===== src/rtl/sprw_mac_lanes.sv =====
// sprw_mac_lanes: LANES x LW-bit SIMD multiply with lane-product, dot and dot-accumulate modes
// Build option: define SPRW_MAC_SAT_EN to saturate the accumulator on overflow (default wraps).
// Ports:
//   clk, rstn (async active-low), holdn (0 freezes every register)
//   in_valid, ra, rb (lane i at [i*LW +: LW]), op (00 mul, 01 dot, 10 dot-acc, 11 clear), sgn
//   out_valid, result (lane products or extended dot sum), acc, ovf (sticky overflow)
module sprw_mac_lanes #(
    parameter int LANES = 4,
    parameter int LW    = 8,
    parameter int ACCW  = 32
) (
    input  logic                    clk,
    input  logic                    rstn,
    input  logic                    holdn,
    input  logic                    in_valid,
    input  logic [LANES*LW-1:0]     ra,
    input  logic [LANES*LW-1:0]     rb,
    input  logic [1:0]              op,
    input  logic                    sgn,
    output logic                    out_valid,
    output logic [LANES*2*LW-1:0]   result,
    output logic [ACCW-1:0]         acc,
    output logic                    ovf
);
    localparam int PW = 2 * LW;
    localparam int DW = PW + $clog2(LANES);
    localparam int RW = LANES * PW;

    logic [RW-1:0]   p_d, p_q;
    logic [1:0]      op_q;
    logic            sgn_q, v_q;
    logic            out_valid_d, out_valid_q;
    logic [RW-1:0]   result_d, result_q;
    logic [ACCW-1:0] acc_d, acc_q;
    logic            ovf_d, ovf_q;
    logic [DW-1:0]   dsum;
    logic [RW-1:0]   dext;
    logic [ACCW-1:0] dacc, sat, acc_new;
    logic [ACCW:0]   sum;
    logic            ovf_add;

    // Operands are extended to PW bits first, so one unsigned multiply
    // truncated to PW bits yields the correct signed or unsigned product.
    always_comb begin
        p_d = '0;
        for (int i = 0; i < LANES; i++)
            p_d[i*PW +: PW] = {{LW{sgn & ra[i*LW+LW-1]}}, ra[i*LW +: LW]}
                            * {{LW{sgn & rb[i*LW+LW-1]}}, rb[i*LW +: LW]};
    end

    always_comb begin
        dsum = '0;
        for (int i = 0; i < LANES; i++)
            dsum = dsum + {{(DW-PW){sgn_q & p_q[i*PW+PW-1]}}, p_q[i*PW +: PW]};
        dext = sgn_q ? RW'($signed(dsum)) : RW'(dsum);
        dacc = sgn_q ? ACCW'($signed(dsum)) : ACCW'(dsum);
        sum  = {1'b0, acc_q} + {1'b0, dacc};
        // Signed overflow: equal operand signs but result sign differs.
        // Unsigned: the addend is never negative, so only carry-out matters.
        ovf_add = sgn_q ? (acc_q[ACCW-1] == dacc[ACCW-1]) && (sum[ACCW-1] != acc_q[ACCW-1])
                        : sum[ACCW];
        sat = sgn_q ? {dacc[ACCW-1], {(ACCW-1){~dacc[ACCW-1]}}} : {ACCW{1'b1}};
`ifdef SPRW_MAC_SAT_EN
        acc_new = ovf_add ? sat : sum[ACCW-1:0];
`else
        acc_new = sum[ACCW-1:0];
`endif
    end

    always_comb begin
        out_valid_d = v_q;
        result_d    = result_q;
        acc_d       = acc_q;
        ovf_d       = ovf_q;
        if (v_q) begin
            result_d = op_q == 2'b00 ? p_q : op_q == 2'b11 ? '0 : dext;
            acc_d    = op_q == 2'b10 ? acc_new : op_q == 2'b11 ? '0 : acc_q;
            ovf_d    = op_q == 2'b10 ? (ovf_q | ovf_add) : op_q == 2'b11 ? 1'b0 : ovf_q;
        end
    end

    always_ff @(posedge clk or negedge rstn) begin
        if (!rstn) begin
            p_q         <= '0;
            op_q        <= '0;
            sgn_q       <= 1'b0;
            v_q         <= 1'b0;
            out_valid_q <= 1'b0;
            result_q    <= '0;
            acc_q       <= '0;
            ovf_q       <= 1'b0;
        end else if (holdn) begin
            p_q         <= p_d;
            op_q        <= op;
            sgn_q       <= sgn;
            v_q         <= in_valid;
            out_valid_q <= out_valid_d;
            result_q    <= result_d;
            acc_q       <= acc_d;
            ovf_q       <= ovf_d;
        end
    end

    assign out_valid = out_valid_q;
    assign result    = result_q;
    assign acc       = acc_q;
    assign ovf       = ovf_q;
endmodule

===== config.mk =====
export PLATFORM = sky130hd
export DESIGN_NAME = sprw_mac_lanes
export DESIGN_NICKNAME = d
export VERILOG_FILES = /design/src/rtl/sprw_mac_lanes.sv
export SDC_FILE = /design/constraint.sdc
export NUM_CORES = 1
export LEC_CHECK = 0
export BUFFER_PORTS_ARGS = -buffer_cell sky130_fd_sc_hd__buf_2
export CORE_ASPECT_RATIO = 2
export CORE_MARGIN = 10
export CORE_UTILIZATION = 30
export CTS_CLUSTER_SIZE = 28
export DETAILED_ROUTE_END_ITERATION = 8
export GPL_TIMING_DRIVEN = 0
export HOLD_SLACK_MARGIN = 0.08
export SYNTH_ARGS = -nofsm -noshare
export SYNTH_HDL_FRONTEND = slang
export SYNTH_SLANG_ARGS = --single-unit

===== constraint.sdc =====
create_clock -name clk -period 6.7 [get_ports clk]
set_input_delay 0.67 -clock clk [delete_from_list [all_inputs] [get_ports clk]]
set_output_delay 0.67 -clock clk [all_outputs]
set_load 0.005 [all_outputs]

==> summary.txt <==
Floorplanning
  – Number of rows in the core area: 135
  – Area of the die: just under 80000 sq um
  – Height of the die: 388 um
  – Number of ports placed on the die boundary: 169
  – Width of the chip: 204 um
  – Core region area: between 60000 and 70000 sq um
  – Effective utilization at floorplan: 0.301

Critical path
  – Maximum cell stage delay along the critical path: 0.56 ns
  – Max stage delay cell, worst path: xnor2_1
  – Worst path buffer plus inverter count: 3
  – Required time at the endpoint of the critical path: about 7.1 ns
  – Crit start category: primary input
  – Category of the worst setup path capture point: flip-flop
  – Cell class contributing the biggest share of worst-path delay: adder cells
  – Arrival time of data at the critical path endpoint: 6.78 ns
  – Crit Path Class: in -> reg
  – Crit Path Max Fanout: 10
  – Crit-path cells: clkbuf_1, clkbuf_2, nand2_1, or2_2, fa_1, fa_1, inv_1, fa_1, fa_1, fa_1, ha_1, a21oi_1, o21bai_1, a21oi_1, o21bai_1, a21oi_1, o211ai_1, xnor2_1, mux2i_1
  – Most common cell on crit path: fa_1

Logic synthesis
  – Synthesized area: 20400 sq um
  – Area fraction of the dominant cell type after synthesis: 0.282
  – Leading post-synthesis cells by cell area: fa_1 28%, dfrtp_1 20%, ha_1 10%
  – Top cells by count, synth: 384 x inv_1, 318 x nand2_1, 287 x fa_1
  – Mapped Nets: 2789
  – Most instantiated library cell after synthesis: inv_1
  – Biggest area consumer among synthesized cells: fa_1
  – Synthesized area per cell: ~9 sq um
  – Synthesis-stage register bit count: roughly 170
  – Primary flip-flop cell chosen by synthesis mapping: dfrtp_1
  – Synth warnings: 0
  – Part of the Yosys area used for sequential elements: 0.204
  – Unique masters post-synth: 74
  – Number of standard cells after synthesis: 2262
  – Proportion of register bits with asynchronous set or reset after synthesis: 1.00
  – Number of flops mapped to enable cells by yosys: 0

GRT
  – Overall fraction of global-route tracks in use: 0.158
  – Remaining global-route overflow: 0
  – First-pass GRT wire length: 96.2 mm
  – Number of global-route vias before repair: 17000
  – Pin count of the biggest net entering global routing: 92
  – Initial antenna violation count: 13

Routing
  – Routed Wire Length: between 60 and 70 mm
  – Count of unresolved DRC violations after routing: 0
  – DR vias/cell: 4.73
  – Routed wirelength normalized by instance count: 18.5 um
  – Iteration count of the initial detailed-routing pass: 5
  – Drt initial violations: just under 700
  – Antenna violation net count after detailed routing: 0
  – Total number of vias: 15700

Clock network
  – Clock tree from TritonCTS: built
  – Setup bufs post-CTS: 0
  – Clock buffer count from CTS: 25
  – Root Buffer Master: clkbuf_16
  – Number of clock sinks: 166
  – Clock slew at the register clock pins of the worst setup and hold paths: 0.07 ns
  – H-Tree Depth: 4
  – Source-to-sink clock delay at the later pin of the worst-skew pair: ~0.52 ns
  – CTS Buffer Depth: 3

Timing
  – Transition time at the pin with the least slew margin: 0.903 ns
  – Setup clock skew after layout: 0.0297 ns
  – Setup repair after global routing missed its margin: no
  – Crit path time final: 6.41 ns
  – Post-route setup slack: 0.291 ns
  – Highest achievable clock rate: 0.156 GHz
  – TNS Setup: 0 ns
  – Final Hold Vio Count: 0
  – Worst slew margin relative to its limit: 0.398
  – WHS: 0.122 ns
  – Number of setup violations in the final report: 0
  – Total count of max-transition violations in the final report: 0
  – Share of the cycle needed by the critical path after routing: 0.957

Hold path
  – Class of the tightest hold or removal check: in -> async

Cells and area
  – Fill cells: 7145
  – Nets: between 2000 and 3000
  – Area growth, synth to finish: 12.2%
  – Fraction of final layout cells sized beyond drive strength 1: 0.0888
  – Final core utilization: 0.338

Job
  – Maximum Capacitance Violations: 0

Place
  – Setup slack at placement: -0.647 ns
  – Placer Congestion: 0.930
  – Detail Placement HPWL: ~53 mm
  – IO buf count: 126

Run status
  – Status: complete, no violations
==> worst reg2reg max path, delay by kind of cell (launching register included) <==
family                     cells  cell delay (ns)
buffers and inverters          2             0.31
AOI/OAI and AO/OA             10             2.56
adders and majority gates      4             1.69
muxes                          1             0.15
DFF                            1             0.39
and+or+nand+nor                5             0.90
==> timing repair <==
action                                  4_1_cts  5_1_grt
hold buffers                                  0        0
endpoints found under the setup margin        1        0
resized for setup                             2        0
==> placed cells by master, fill, tap and decap left out, types with 8 or more instances in the layout <==
cell / instances
nand3b_1: 8
dfrtp_1: 166
ha_1: 169
o21a_1: 16
xor2_1: 18
fa_1: 287
and3_1: 26
xnor2_1: 77
inv_1: 384
clkbuf_1: 87
clkbuf_16: 25
buf_2: 129
mux2i_1: 20
a21oi_1: 113
or2_2: 30
o211ai_1: 11
and2_1: 109
a22o_1: 8
o21bai_1: 17
nor3_1: 14
a21o_1: 20
nand3_1: 29
o21ai_0: 116
nor2_1: 95
nand2_1: 318
==> flip-flops by register name (all words and copies together), names as in the netlist <==
| signal | flops |
|---|---|
| sgn_q | 1 |
| out_valid_d | 1 |
| acc | 32 |
| result | 64 |
| out_valid | 1 |
| p_q | 64 |
| op_q | 2 |
| ovf | 1 |
==> stage by stage <==
step,area (sq um),instances
after floorplan,20400,2262
after global placement,22100,3278
after detailed placement,22100,3279
after CTS,22800,3310
after global routing,22800,3310
final,22800,3313
==> final cells by class <==
class,count,area (sq um),share of cell area
plain buffers,102,405,0.0177
clock inverters,4,45.0,0.00197
multi-input cells,1608,14400,0.629
diodes,3,7.51,0.000329
clock buffers,27,643,0.0282
well taps,890,1110,0.0487
repair buffers,127,668,0.0292
flip-flops and latches,166,4150,0.182
inverters,386,1450,0.0634
==> layer usage <==
layer	track usage	share of wire
met4	0.0845	0.053
met5	0	0.0016
met1	0.163	0.36
met2	0.296	0.54
met3	0.0273	0.043
==> cell families (layout without fill, tap and decap cells) <==
logic type      count (synthesis)  after routing  share of synthesized area
fa+ha+maj                     456            456                      0.386
xor+xnor                       95             95                     0.0409
other cells                     0              3                          0
buf+inv                       488            646                     0.0909
mux                            23             23                     0.0115
simple gates                  668            668                      0.154
compound gates                366            366                      0.113
flops                         166            166                      0.204
==> final timing paths <==
check,startpoint,end,slack [ns],cells past startpoint
setup reg to reg,p_q[19]$_DFFE_PN0P_,acc[31]$_DFFE_PN0P_,0.59,22
max in group asynchronous,rstn,result[19]$_DFFE_PN0P_,5.66,2
min in group clk,op[0],op_q[0]$_DFFE_PN0P_,0.46,3
setup / recovery,sgn,p_q[63]$_DFFE_PN0P_,0.29,19
hold reg to reg,result[7]$_DFFE_PN0P_,result[7]$_DFFE_PN0P_,0.47,2
hold / removal,rstn,result[49]$_DFFE_PN0P_,0.12,1
Power is left out: the tool's default activity adds up to more than one toggle a clock period on the data nets, which glitch-free logic cannot reach.
